==> config.mk <==
export PLATFORM = sky130hd
export DESIGN_NAME = sram_share_ctrl
export DESIGN_NICKNAME = d
export VERILOG_FILES = /design/src/rtl/sram_share_ctrl.sv
export SDC_FILE = /design/constraint.sdc
export NUM_CORES = 1
export LEC_CHECK = 0
export BUFFER_PORTS_ARGS = -buffer_cell sky130_fd_sc_hd__buf_4
export CAP_MARGIN = 20
export CORE_MARGIN = 4
export CORE_UTILIZATION = 47
export DETAILED_ROUTE_END_ITERATION = 12
export PLACE_DENSITY = 0.91
export SKIP_LAST_GASP = 1
export SYNTH_ARGS = -nofsm -noshare
export SYNTH_HDL_FRONTEND = slang
export SYNTH_SLANG_ARGS = --single-unit
==> constraint.sdc <==
create_clock -name clk -period 2 [get_ports clk]
set_clock_uncertainty 0.1 [all_clocks]
set_input_delay 0.1 -clock clk [delete_from_list [all_inputs] [get_ports clk]]
set_output_delay 0.1 -clock clk [all_outputs]
set_load 0.05 [all_outputs]
==> src/rtl/sram_share_ctrl.sv <==
// Two-port arbiter and sequencer for a single-port synchronous SRAM,
// with a boot/command fill engine and tagged read-data return.
module sram_share_ctrl #(
  parameter int DATA_WIDTH = 8,
  parameter int ADDR_WIDTH = 10,
  parameter bit RR = 1'b1,
  parameter bit CLR_ON_RESET = 1'b1,
  parameter logic [DATA_WIDTH-1:0] CLR_VAL = '0
) (
  input  logic                  clk,
  input  logic                  RSTn,
  input  logic                  clr,
  output logic                  busy,
  input  logic                  reqA,
  input  logic                  reqB,
  input  logic                  weA,
  input  logic                  weB,
  input  logic [ADDR_WIDTH-1:0] addrA,
  input  logic [ADDR_WIDTH-1:0] addrB,
  input  logic [DATA_WIDTH-1:0] dinA,
  input  logic [DATA_WIDTH-1:0] dinB,
  output logic                  ackA,
  output logic                  ackB,
  output logic                  rvalidA,
  output logic                  rvalidB,
  output logic [DATA_WIDTH-1:0] rdata,
  output logic [ADDR_WIDTH-1:0] SRAM_ADDR,
  output logic [DATA_WIDTH-1:0] SRAM_DATA,
  output logic                  SRAM_CEn,
  output logic                  SRAM_OEn,
  output logic                  SRAM_WEn,
  input  logic [DATA_WIDTH-1:0] SRAM_Q
);

  typedef enum logic {CLEAR, RUN} state_t;

  localparam state_t RST_STATE =
    CLR_ON_RESET ? CLEAR : RUN;
  localparam logic [ADDR_WIDTH-1:0] LAST = '1;

  state_t state, state_nxt;
  logic [ADDR_WIDTH-1:0] cnt, cnt_nxt;
  logic last_b, last_b_nxt;
  logic [1:0] tag_v, tag_b;

  logic run_ok, pick_a, gnt_a, gnt_b, gnt;
  logic sel_we, rd_issue;
  logic [ADDR_WIDTH-1:0] sel_addr;
  logic [DATA_WIDTH-1:0] sel_din;

  // last_b=1 means B was granted most recently, so A wins a contest
  always_comb begin
    run_ok   = (state == RUN) && !clr;
    pick_a   = reqA && (!reqB || !RR || last_b);
    gnt_a    = run_ok && pick_a;
    gnt_b    = run_ok && reqB && !pick_a;
    gnt      = gnt_a || gnt_b;
    sel_we   = gnt_a ? weA : weB;
    sel_addr = gnt_a ? addrA : addrB;
    sel_din  = gnt_a ? dinA : dinB;
    rd_issue = gnt && !sel_we;
  end

  always_comb begin
    state_nxt  = state;
    cnt_nxt    = cnt;
    last_b_nxt = last_b;
    unique case (state)
      CLEAR: begin
        cnt_nxt = cnt + 1'b1;
        if (cnt == LAST) state_nxt = RUN;
      end
      RUN: begin
        if (clr) begin
          state_nxt = CLEAR;
          cnt_nxt   = '0;
        end
      end
    endcase
    if (gnt_a) last_b_nxt = 1'b0;
    if (gnt_b) last_b_nxt = 1'b1;
  end

  always_ff @(posedge clk or negedge RSTn) begin
    if (!RSTn) begin
      state  <= RST_STATE;
      cnt    <= '0;
      last_b <= 1'b1;
    end else begin
      state  <= state_nxt;
      cnt    <= cnt_nxt;
      last_b <= last_b_nxt;
    end
  end

  always_ff @(posedge clk or negedge RSTn) begin
    if (!RSTn) begin
      SRAM_CEn  <= 1'b1;
      SRAM_OEn  <= 1'b1;
      SRAM_WEn  <= 1'b1;
      SRAM_ADDR <= '0;
      SRAM_DATA <= '0;
    end else begin
      SRAM_CEn <= 1'b1;
      SRAM_OEn <= 1'b1;
      SRAM_WEn <= 1'b1;
      if (state == CLEAR) begin
        SRAM_CEn  <= 1'b0;
        SRAM_WEn  <= 1'b0;
        SRAM_ADDR <= cnt;
        SRAM_DATA <= CLR_VAL;
      end else if (gnt) begin
        SRAM_CEn  <= 1'b0;
        SRAM_ADDR <= sel_addr;
        if (sel_we) begin
          SRAM_WEn  <= 1'b0;
          SRAM_DATA <= sel_din;
        end else begin
          SRAM_OEn <= 1'b0;
        end
      end
    end
  end

  // read tags age two stages to line up with the SRAM's registered Q
  always_ff @(posedge clk or negedge RSTn) begin
    if (!RSTn) begin
      tag_v <= '0;
      tag_b <= '0;
    end else begin
      tag_v <= {tag_v[0], rd_issue};
      tag_b <= {tag_b[0], gnt_b};
    end
  end

  assign busy    = (state == CLEAR);
  assign ackA    = gnt_a;
  assign ackB    = gnt_b;
  assign rvalidA = tag_v[1] && !tag_b[1];
  assign rvalidB = tag_v[1] && tag_b[1];
  assign rdata   = SRAM_Q;

endmodule

=== Word level (Yosys, flattened, before mapping) ===
Index checks and enable logic that the tools add are counted.

* Register bits: 37
* Output and inout port bits: 34
* Bits of input ports: 51
* Logic and storage cells: 56

* Bitwise logic cells: 1
* Equality and inequality tests: 4
* Mux-type cells: 23
* Reduce and logical (&&, ||, !) cells: 17
* $add $sub $neg: 1

{| class="wikitable"
|+ Operators with widths
! kind !! count
|-
| $mux 10 || 4
|-
| $mux 8 || 4
|-
| $pmux 10 s2 || 1
|-
| $mux 1 || 13
|-
| $add 10x1->10 const B || 1
|-
| $eq 10x10->1 const B || 1
|-
| $logic_and 1x1->1 || 8
|-
| $logic_not 1->1 || 5
|-
| $ne 2x1->1 const B || 2
|-
| $logic_or 1x1->1 || 2
|-
| $ne 2x2->1 const B || 1
|-
| $pmux 1 s2 || 1
|-
| $reduce_and 2->1 || 1
|-
| $reduce_bool 2->1 || 1
|-
| $not 1->1 || 1
|}

=== Logic depth before layout (Yosys ltp) ===
* Depth in word-level cells: 8
* Mapped depth: 7
* Depth with buffers taken out: 5

=== Least setup slack after synthesis ===
OpenSTA, ideal clock, no wires.

* Kind: register -> register
* From: register state
* To: register tag_b[0]
* Setup slack: -0.140 ns
* Setup time: 0.255 ns
* Cell stages (with the launch flop): 3
* Path buffers: 0
* Data required time: 1.645 ns
* Arrival time: 1.786 ns
* Clock period less this slack: 2.140 ns
* Cell sequence: dfrtp_1 -> nand2b_2 -> a211oi_1

* Cells in the longest elaborated chain, start to end: 3

{| class="wikitable"
|+ RTL lines
! item !! line !! RTL
|-
| start: declaration || 41 || <nowiki>state_t state, state_nxt;</nowiki>
|-
| start signal: assignment || 90 || <nowiki>state <= state_nxt;</nowiki>
|-
| $logic_and 1x1->1 || 53 || <nowiki>run_ok = (state == RUN) && !clr;</nowiki>
|-
| $logic_and 1x1->1 (2 in series) || 56 || <nowiki>gnt_b = run_ok && reqB && !pick_a;</nowiki>
|-
| named net ackB || 23 || <nowiki>output logic ackB,</nowiki>
|-
| end signal: assignment || 132 || <nowiki>tag_b <= {tag_b[0], gnt_b};</nowiki>
|-
| end: declaration || 44 || <nowiki>logic [1:0] tag_v, tag_b;</nowiki>
|}

The timed path passes the listed nets, and every way through them passes these cells.
A chain may end at the register's enable or synchronous reset.

=== Final worst setup path ===
* From: register last_b
* To: output port ackA

* Cells in the longest elaborated chain, start to end: 3

{| class="wikitable"
|+ RTL lines
! item !! line !! RTL
|-
| start: declaration || 43 || <nowiki>logic last_b, last_b_nxt;</nowiki>
|-
| start signal: assignment || 92 || <nowiki>last_b <= last_b_nxt;</nowiki>
|-
| $logic_or 1x1->1 || 54 || <nowiki>pick_a = reqA && (!reqB || !RR || last_b);</nowiki>
|-
| $logic_and 1x1->1 || 54 ||
|-
| $logic_and 1x1->1 || 55 || <nowiki>gnt_a = run_ok && pick_a;</nowiki>
|-
| end: declaration || 22 || <nowiki>output logic ackA,</nowiki>
|}

No other way between the ends.

==> flow_summary.json <==
{
  "result_of_the_run": "complete, no violations",
  "clock_latency_ns": 0.31,
  "drt-vias-per-instance": 6.195,
  "holdBufCountCts": 36,
  "area.growth.synth_to_final_pct": 50.13,
  "drt_pass1_iterations": 5,
  "clkSlewWorstSetupHoldPaths_ns": 0.08,
  "power_leakage_nw": 1.288,
  "num_rows": 22,
  "num-fill-cells": 204,
  "count_of_buffers_from_port_buffering": 68,
  "die_height_um": 71.49,
  "cts_tree": "done",
  "asyncSetResetFlopFracSynth": 1.000,
  "slew_headroom": 0.6429,
  "maxCapViolCount": 0,
  "final.hold.worst_slack_ns": 0.01110,
  "clock_tree.buffer_depth": 2,
  "internal-power_w": 0.001606,
  "met1Wirelength_um": 2502,
  "synth.yosys.seq_area_share": 0.4914,
  "worst_ep_required_time_ns": 1.80,
  "wl_met2_um": 3650,
  "post-cts-setup-buffers": 0,
  "drc_errors": 0,
  "unrepaired_setup_endpoints_after_global_routing": "no",
  "cts_made_buffers": 5,
  "ys_warn_count": 0,
  "grt_first_pass_wirelength_um": 11680,
  "sw_frac_of_total": 0.4161,
  "wl_per_cell_um": 21.03,
  "worstSetupStartpointType": "flip-flop",
  "initial_antenna_violation_count": 0,
  "route.top_layer_used": "met4",
  "detail_route.iter0.violations": 269,
  "power.combinational.fraction": 0.370,
  "io_pins": 85,
  "h_tree_lvl_count": 2,
  "clock.fmax_ghz": 0.5140,
  "power_switching_w": 0.001145,
  "crit_fanout": 18,
  "setup_viol_count_final": 0,
  "holdCritPathClass": "primary input to flip-flop",
  "criticalPathCategory": "flip-flop to output port",
  "synth.top_cells.by_area": "dfrtp_1, nand2_1, nand3_1",
  "p_per_area_mw_per_mm2": 967.2,
  "place.detailed.hpwl_um": 3452,
  "grt_overflow_total": 0,
  "final.period_utilization": 0.9727,
  "antenna_violating_nets_post_route": 0,
  "fp.dieArea_sq_mm": 0.005110,
  "postRouteWirelength_um": 7235,
  "max_slew.worst_pin.slew_ns": 0.5357,
  "clockRootBuffer": "clkbuf_8",
  "ys_dominant_reg_cell": "dfrtp_1",
  "number_of_global_route_vias_before_repair": 2246,
  "ys_ff_latch": 37,
  "p_seq_frac": 0.421,
  "power_w": 0.002751,
  "synth_enable_flop_cells": 0,
  "routed-wl-met3_um": 764,
  "synth_top_cell_by_area": "dfrtp_1",
  "globalRouteTotalUtil": 0.3005,
  "netlist_top_cells_count": "nand2_1, dfrtp_1, nand3_1, buf_4",
  "fin_crit_ns": 1.945,
  "clockPowerShare": 0.208,
  "syn-num-nets": 250,
  "design.core.area_sq_mm": 0.003771,
  "yosys.cell_types.count": 37,
  "worst_ir_drop_vdd_v": 0.0008091,
  "report.final.slew_viol_count": 0,
  "maximum_number_of_pins_on_one_net_before_global_route_repair": 38,
  "routabilityCongestion": 0.9021,
  "mapped_cell_area_sq_mm": 0.001894,
  "synth_most_common_cell": "nand2_1",
  "cp.arrival_ns": 1.75,
  "finish.net_count": 347,
  "endpoint_kind": "output port",
  "die_x_um": 71.49,
  "post_cts_resized": 0,
  "totalNegativeSetupSlack_ns": 0,
  "clock-sinks": 37,
  "n_diodes": 0,
  "finalHoldViolCount": 0,
  "final_layout_size_suffix_gt1_frac": 0.3142,
  "postSynthAreaPerCell_sq_um": 9.567,
  "post_synthesis_cells": 198,
  "via_count": 2131,
  "initial_core_util": 0.5023,
  "synth_top_area_share": 0.4359
}
## kinds of logic after synthesis
group | Yosys count | share of synthesized area
DFF | 37 | 0.4914
buffers and inverters | 25 | 0.07199
AOI/OAI and AO/OA | 44 | 0.1750
xor gates and xnor gates | 8 | 0.03699
adders and majority gates | 1 | 0.006604
and+or+nand+nor | 83 | 0.2180
## sequential cells by signal, summed over array words and instances (netlist names)
name	flops
last_b	1
tag_v	2
SRAM_CEn	1
state	1
tag_b	2
SRAM_WEn	1
SRAM_ADDR	10
SRAM_DATA	8
SRAM_OEn	1
cnt	10
## path summary, 6_finish.rpt
check / start / endpoint / slack, ns / depth (start not counted)
worst max register to register: state / SRAM_ADDR[1] / 0.32 / 5
min in group asynchronous: RSTn / SRAM_DATA[2] / 0.18 / 2
worst min register to register: tag_b[0] / tag_b[1] / 0.25 / 0
worst min-delay path: reqB / last_b / 0.01 / 3
max in group asynchronous: RSTn / SRAM_CEn / 1.24 / 2
worst max-delay path: last_b / ackA / 0.05 / 4
## cell type report
type,instances,area (sq um),area share
Clock buffer,7,86.33,0.03036
Clock inverter,1,7.507,0.002640
Inverter,7,26.28,0.009239
Multi-Input combinational cell,136,832.0,0.2926
Sequential cell,37,930.9,0.3273
Tap cell,48,60.06,0.02112
Timing Repair Buffer,108,900.9,0.3168
## cells in the final DEF (no fill, tap or decap), types with 2 or more instances in the layout
cell type / n
clkbuf_8: 6
xor2_1: 2
a21oi_1: 3
nand3_2: 2
xnor2_1: 6
nand2_1: 36
and3_1: 2
o22ai_1: 8
inv_1: 6
dfrtp_1: 33
o221a_1: 2
nand3_1: 22
a2bb2oi_1: 3
a31oi_1: 3
o21ai_1: 8
and4b_1: 2
dfstp_2: 4
nor3_1: 5
dlygate4sd3_1: 36
nor2b_1: 2
nor2_1: 6
a32oi_1: 6
o21ai_0: 2
buf_4: 72
a22oi_1: 5
## critical path: stages (launching register included)
cell      delay (ns)
dfstp_2         0.61
nand2b_4        0.18
nand3_2         0.10
inv_2           0.28
buf_4           0.27
## power by group through the flow
stage | logic, W | clock network, W | registers [W]
final | 0.00102 | 0.000573 | 0.00116
after detailed placement | 0.000888 | 0 | 0.00113
after global routing | 0.00107 | 0.000595 | 0.00117
after CTS | 0.000949 | 0.000554 | 0.00112
after floorplan | 0.000356 | 0 | 0.00139
after global placement | 0.000873 | 0 | 0.00112
## stage by stage
stage | cells | setup WS (ns) | cell area (sq um) | util
after CTS | 344 | 0.1073 | 2844 | 0.7541
final | 344 | 0.05465 | 2844 | 0.7541
after global routing | 344 | 0.004512 | 2844 | 0.7541
after global placement | 300 | 0.4439 | 2390 | 0.6337
after floorplan | 198 | 0.4066 | 1899 | -
after detailed placement | 300 | 0.3941 | 2390 | 0.6337
## per-layer routing
| layer | up-vias | GRT usage |
|---|---|---|
| li1 | 892 | - |
| met1 | 1006 | 0.3473 |
| met2 | 188 | 0.5184 |
| met3 | 45 | 0.07433 |
| met4 | 0 | 0.1441 |
| met5 | - | 0 |
Note: power is estimated with default switching activity, not from simulation.
